[src/rtl/ysyx_24100029_pipe_skid.sv]
// Two-entry valid/ready pipeline stage (main + skid register) with flush.
// in_ready, out_valid and level decode only from the state register, so no input reaches them combinationally.
module ysyx_24100029_pipe_skid #(
  parameter int              WIDTH     = 32,
  parameter logic [WIDTH-1:0] RESET_VAL = '0
) (
  input  logic             clock,
  input  logic             reset,
  input  logic             flush,
  input  logic             in_valid,
  output logic             in_ready,
  input  logic [WIDTH-1:0] in_data,
  output logic             out_valid,
  input  logic             out_ready,
  output logic [WIDTH-1:0] out_data,
  output logic [1:0]       level
);

  // Encoding equals occupancy, so level is the state itself.
  typedef enum logic [1:0] {
    EMPTY = 2'd0,
    BUSY  = 2'd1,
    FULL  = 2'd2
  } state_t;

  state_t           state_reg, state_next;
  logic [WIDTH-1:0] main_reg, main_next;
  logic [WIDTH-1:0] skid_reg, skid_next;
  logic             accept, pop;

  assign accept = in_valid & in_ready;
  assign pop    = out_valid & out_ready;

  always_ff @(posedge clock) begin
    if (reset) begin
      state_reg <= EMPTY;
      main_reg  <= RESET_VAL;
      skid_reg  <= RESET_VAL;
    end else begin
      state_reg <= state_next;
      main_reg  <= main_next;
      skid_reg  <= skid_next;
    end
  end

  always_comb begin
    state_next = state_reg;
    main_next  = main_reg;
    skid_next  = skid_reg;
    if (flush) begin
      // Data registers are left untouched; only occupancy is discarded.
      state_next = EMPTY;
    end else begin
      case (state_reg)
        EMPTY: begin
          if (accept) begin
            main_next  = in_data;
            state_next = BUSY;
          end
        end
        BUSY: begin
          if (accept && pop) begin
            main_next = in_data;
          end else if (accept) begin
            skid_next  = in_data;
            state_next = FULL;
          end else if (pop) begin
            state_next = EMPTY;
          end
        end
        FULL: begin
          if (pop) begin
            main_next  = skid_reg;
            state_next = BUSY;
          end
        end
        default: state_next = EMPTY;
      endcase
    end
  end

  always_comb begin
    out_valid = 1'b0;
    in_ready  = 1'b1;
    level     = 2'd0;
    case (state_reg)
      BUSY: begin
        out_valid = 1'b1;
        level     = 2'd1;
      end
      FULL: begin
        out_valid = 1'b1;
        in_ready  = 1'b0;
        level     = 2'd2;
      end
      default: ;
    endcase
  end

  assign out_data = main_reg;

endmodule

[config.mk]
export PLATFORM = sky130hd
export DESIGN_NAME = ysyx_24100029_pipe_skid
export DESIGN_NICKNAME = d
export VERILOG_FILES = /design/src/rtl/ysyx_24100029_pipe_skid.sv
export SDC_FILE = /design/constraint.sdc
export NUM_CORES = 1
export LEC_CHECK = 0
export BUFFER_PORTS_ARGS = -buffer_cell sky130_fd_sc_hd__buf_2
export CAP_MARGIN = 15
export CORE_UTILIZATION = 57
export DETAILED_ROUTE_END_ITERATION = 7
export HOLD_SLACK_MARGIN = 0.08
export PLACE_DENSITY_LB_ADDON = 0.2
export SETUP_SLACK_MARGIN = 0.15
export SYNTH_ARGS = -nofsm -noshare
export SYNTH_HDL_FRONTEND = slang
export SYNTH_SLANG_ARGS = --single-unit
[constraint.sdc]
create_clock -name clock -period 4.4 [get_ports clock]
set_input_delay 1.1 -clock clock [delete_from_list [all_inputs] [get_ports clock]]
set_output_delay 1.1 -clock clock [all_outputs]
set_load 0.05 [all_outputs]
**Word level (Yosys, flattened, before mapping)**

Cells that the tools add are included.

- Bitwise gates (word level): 4
- Reduce and logical (&&, ||, !) cells: 8
- Eq/ne operators: 7
- Mux-type cells: 13

Operator list:

| kind | count |
|---|---|
| $mux W32 | 3 |
| $pmux W32 S3 | 1 |
| $mux W2 | 5 |
| $ne A2 B2 Y1 const B | 4 |
| $reduce_and A4 Y1 | 2 |
| $pmux W2 S3 | 1 |
| $reduce_and A5 Y1 | 1 |
| $pmux W2 S2 | 1 |
| $reduce_or A2 Y1 | 2 |
| $ne A3 B3 Y1 const B | 1 |
| $reduce_bool A3 Y1 | 1 |
| $and A1 B1 Y1 | 2 |
| $eq A2 B1 Y1 const B | 1 |
| $eq A2 B2 Y1 const B | 1 |
| $logic_not A2 Y1 | 1 |
| $mux W1 | 2 |
| $not A1 Y1 | 2 |
| $logic_and A1 B1 Y1 | 1 |

- Register bits after elaboration: 66
- Word-level logic and storage cells: 35

**Longest topological paths before layout**

- Depth after elaboration: 8
- Depth in mapped cells: 9
- Gate-level depth less buffers: 6

**Worst setup path after synthesis**

OpenSTA, ideal clock, no wires.

- Path type: flip-flop to output port
- Start: reg state_reg[0]
- End: out in_ready
- Path buffers: 1
- Path slack: 1.897 ns
- Data arrival time: 1.403 ns
- Cell stages (with the launch flop): 5
- Cells stage by stage: dfxtp_1 inv_1 ha_1 buf_2 inv_1

- Longest elaborated chain between the ends: 2

RTL lines:

| what | line | RTL |
|---|---|---|
| from (decl) | 26 | `state_t state_reg, state_next;` |
| from (signal assigned) | 40 | `state_reg <= state_next;` |
| $eq A2 B2 Y1 | 86 | `case (state_reg)` |
| $mux W1 | 86 |  |
| to (decl) | 11 | `output logic in_ready,` |

Every way passes these cells.

**Final worst setup path**

- Start: reg state_reg[0]
- End: reg main_reg[0], in the netlist out_data[0]

- Longest elaborated chain between the ends: 7
- Elaborated cells on any way between the ends: 15

RTL lines:

| what | line | RTL |
|---|---|---|
| $eq A2 B2 Y1 or $eq A2 B1 Y1 (tied branches) | 54, 86 |  |
| $reduce_or A2 Y1 (no source line) | - |  |
| $mux W1 | 86 |  |
| $and A1 B1 Y1 | 32 | `assign pop = out_valid & out_ready;` |
| $logic_and A1 B1 Y1 | 62 | `if (accept && pop) begin` |
| $ne A2 B2 Y1 (no source line) | - |  |
| $reduce_and A5 Y1 (no source line) | - |  |
| to (signal assigned) | 41 | `main_reg <= main_next;` |
| to (decl) | 27 | `logic [WIDTH-1:0] main_reg, main_next;` |

Several ways; a longest one is shown, not always the timed one.
A chain may end at the register's enable or synchronous reset.

==> results.cfg <==
[setup_path]
timing.rr.start = state_reg[0]
rr_endpoint = out_data[0]
cp-end-kind = register
reg2reg_slack_ns = 1.66
worstPathArrival_ns = 2.99
critical_path_peak_fanout = 32
cp_data_required_time_ns = 4.64
criticalPathCategory = register to register
setup.worst_path.start_class = register
rr_worst_depth = 7

[clock_network]
cts_setup_buffers = 0
cts_max_path_buffers = 2
cts-htree-levels = 3
cts.root.buffer_cell = sky130_fd_sc_hd__clkbuf_8
clock_sink_count = 66
tritoncts = built
hold_buffers = 0
worst_skew_pair.late_latency_ns = 0.34
resize_count_post_cts = 0
path_clk_slew_ns = 0.07
numCtsBuffers = 9

[sta]
post_route_minimum_period_ns = 2.74
rsz0062_at_grt = false
holdWs_ns = 0.456
slew_violations = 0
fin_crit_sh_pct = 62.3
achievable_freq_mhz = 365
worst_clock_skew_ns = 0.00747
max_slew.worst_pin.slew_ns = 1.13
timing.max_slew.rel_slack_pct = 24.5
finalHoldViolCount = 0
fin_setup_tns_ns = 0
final-setup-viol-count = 0

[route]
first_iter_violations = 134
post_drt_wl_per_cell_um = 15.0
drtPass1Iterations = 5
route.antenna.remaining_nets = 0
detailroute.via_count = 2510
drt_drc_violations_left = 0
detail_route.vias_per_cell = 5.62
drt_wl_total_um = 6700

[synth]
avgSynthCellArea_um2 = 9.39
ys_ff_latch = 66
postSynth.asyncResetShare_pct = 0
synth_enable_flop_cells = 0
yosysUniqueCellTypes = 23
syn-num-nets = 357
synth_area_um2 = 2970
yosysSeqAreaShare_pct = 44.5
synth.top_cells.by_area = sky130_fd_sc_hd__dfxtp_1 45%, sky130_fd_sc_hd__a211oi_2 13%, sky130_fd_sc_hd__mux2i_1 11%
synthesis.instances = 316
synth_top_cell_area_share_pct = 44.5
ys_dominant_reg_cell = sky130_fd_sc_hd__dfxtp_1
leading_cell_types_by_count_after_synthesis = 66 x sky130_fd_sc_hd__dfxtp_1, 66 x sky130_fd_sc_hd__nand2_1, 64 x sky130_fd_sc_hd__a21oi_1, 34 x sky130_fd_sc_hd__mux2i_1, 31 x sky130_fd_sc_hd__a211oi_2
synth.largest_area_cell = sky130_fd_sc_hd__dfxtp_1
synthesis.yosys.warnings = 0

[power_and_ir_drop]
seqPwrFrac_pct = 44.6
power_density_nw_per_um2 = 411
power.share.clock_pct = 36.0
internal_power_mw = 1.01
p_sw_mw = 0.434
totalPowerFinal_mw = 1.45
peakVddDrop_v = 0.000269
comb_power_share_pct = 19.4
power.leakage_nw = 1.30
power.share.switching_pct = 30.0

[worst_hold_path]
worstHoldPathType = register to register
timing.hold.worst_path_depth = 2
hp-start = skid_reg[12]
min_to = skid_reg[12]

[floorplan]
start_util_pct = 60.8
die_height_um = 74.1
floorplan.die_area_um2 = 5500
fp-row-count = 25
fp.dieW_um = 74.1
top_level_ports = 73
fp.coreArea_um2 = 4880

[global_route]
grt_pass1_vias = 2327
grt_overflow = 0
first_pass_grt_wire_length_um = 10600
grt.total_usage_pct = 26.0
number_of_antenna_violations_at_the_first_check_in_global_routing = 0
grt_start_max_net_pins = 44

[layout]
post_route_cells_drive_above_1_share_pct = 32.9
layoutNonFillerInstCount = 447
antenna_cells_inserted = 0
synthToLayoutAreaGrowth_pct = 18.8
finish.net_count = 417

[place]
portBuffers = 72
gp_congestion = 0.766
dp.cells = 432
half_perimeter_wire_length_after_detailed_placement_um = 4080

[outcome]
run_status = finished clean

[run]
maxCapViolCount = 0
[stage by stage]
step | utilization [%] | area, µm² | worst slack, ns
CTS | 72.2 | 3520 | 1.66
finish | 72.2 | 3520 | 1.66
detailed placement | 68.0 | 3320 | 1.57
floorplan | - | 2970 | 1.90
global placement | 68.0 | 3320 | 1.60
global route | 72.2 | 3520 | 1.48
[placed cells by master, fill, tap and decap left out]
cell type                   netlist  routed
sky130_fd_sc_hd__a211o_1          1       1
sky130_fd_sc_hd__buf_2           13      72
sky130_fd_sc_hd__clkbuf_1        11       1
sky130_fd_sc_hd__nor2b_1          1       1
sky130_fd_sc_hd__clkinv_2         0       1
sky130_fd_sc_hd__buf_4            0       5
sky130_fd_sc_hd__or2_1            1       1
sky130_fd_sc_hd__a211oi_1         2       2
sky130_fd_sc_hd__clkbuf_8         0      12
sky130_fd_sc_hd__nor2_1           2       2
sky130_fd_sc_hd__and4b_1          1       1
sky130_fd_sc_hd__ha_2             0       1
sky130_fd_sc_hd__nand2b_1         2       2
sky130_fd_sc_hd__bufinv_16        0       1
sky130_fd_sc_hd__o211ai_1         2       2
sky130_fd_sc_hd__dfxtp_1         66      66
sky130_fd_sc_hd__o21ai_0          1       1
sky130_fd_sc_hd__o22ai_1          1       1
sky130_fd_sc_hd__mux2i_1         34      34
sky130_fd_sc_hd__and2_2           0       1
sky130_fd_sc_hd__nand3b_1         2       2
sky130_fd_sc_hd__a211oi_4         0       1
sky130_fd_sc_hd__inv_1            5       5
sky130_fd_sc_hd__nand2_1         66      66
sky130_fd_sc_hd__a21oi_1         64      64
sky130_fd_sc_hd__a211oi_2        31      30
sky130_fd_sc_hd__a221oi_4         0       1
sky130_fd_sc_hd__ha_1             4       3
[logic make-up (layout without fill, tap and decap cells)]
group / Yosys count / count (layout) / share of synthesized area (%)
compound gates: 103 / 103 / 26.1
fa+ha+maj: 4 / 4 / 1.69
buf+inv: 33 / 97 / 5.74
flops: 66 / 66 / 44.5
mux: 34 / 34 / 11.5
simple gates: 76 / 76 / 10.5
[critical path: stages, from the launching register on]
cell and delay [ns]:
sky130_fd_sc_hd__dfxtp_1 0.34, sky130_fd_sc_hd__inv_1 0.10, sky130_fd_sc_hd__ha_2 0.47, sky130_fd_sc_hd__buf_4 0.50, sky130_fd_sc_hd__and4b_1 0.26, sky130_fd_sc_hd__nand2b_1 0.15
sky130_fd_sc_hd__and2_2 0.51, sky130_fd_sc_hd__a211oi_1 0.31
[power by group through the flow]
stage,combinational (mW),sequential (mW),clock (mW)
5_1_grt,0.299,0.649,0.553
3_3_place_gp,0.276,0.658,0
2_1_floorplan,0.125,0.748,0
3_5_place_dp,0.280,0.659,0
6_report,0.280,0.646,0.522
4_1_cts,0.281,0.646,0.529
[worst max-delay path by stage]
stage | start | to | slack [ns]
after floorplan | state_reg[0] | in_ready | 1.90
after global placement | flush | out_data[1] | 1.60
after detailed placement | flush | out_data[6] | 1.57
after CTS | state_reg[0] | out_data[0] | 1.66
after global routing | state_reg[0] | out_data[0] | 1.48
final | state_reg[0] | out_data[0] | 1.66
[area by class of cell]
type / instances / area (µm²)
Timing Repair Buffer: 77 / 398
Clock inverter: 2 / 35.0
Sequential cell: 66 / 1320
Tap cell: 67 / 83.8
Clock buffer: 13 / 169
Multi-Input combinational cell: 217 / 1500
Inverter: 5 / 18.8
Fill cell: 404 / 1360
[per-layer routing]
metal	track usage [%]	part of all wire (%)	wire [µm]	vias up
met4	10.5	1.5	99	0
met1	31.3	47	3120	1201
met3	7.18	4.7	316	12
met2	44.0	47	3160	69
met5	0	0	0	-
li1	-	-	-	1228
Note: power is estimated with default switching activity, not from simulation.
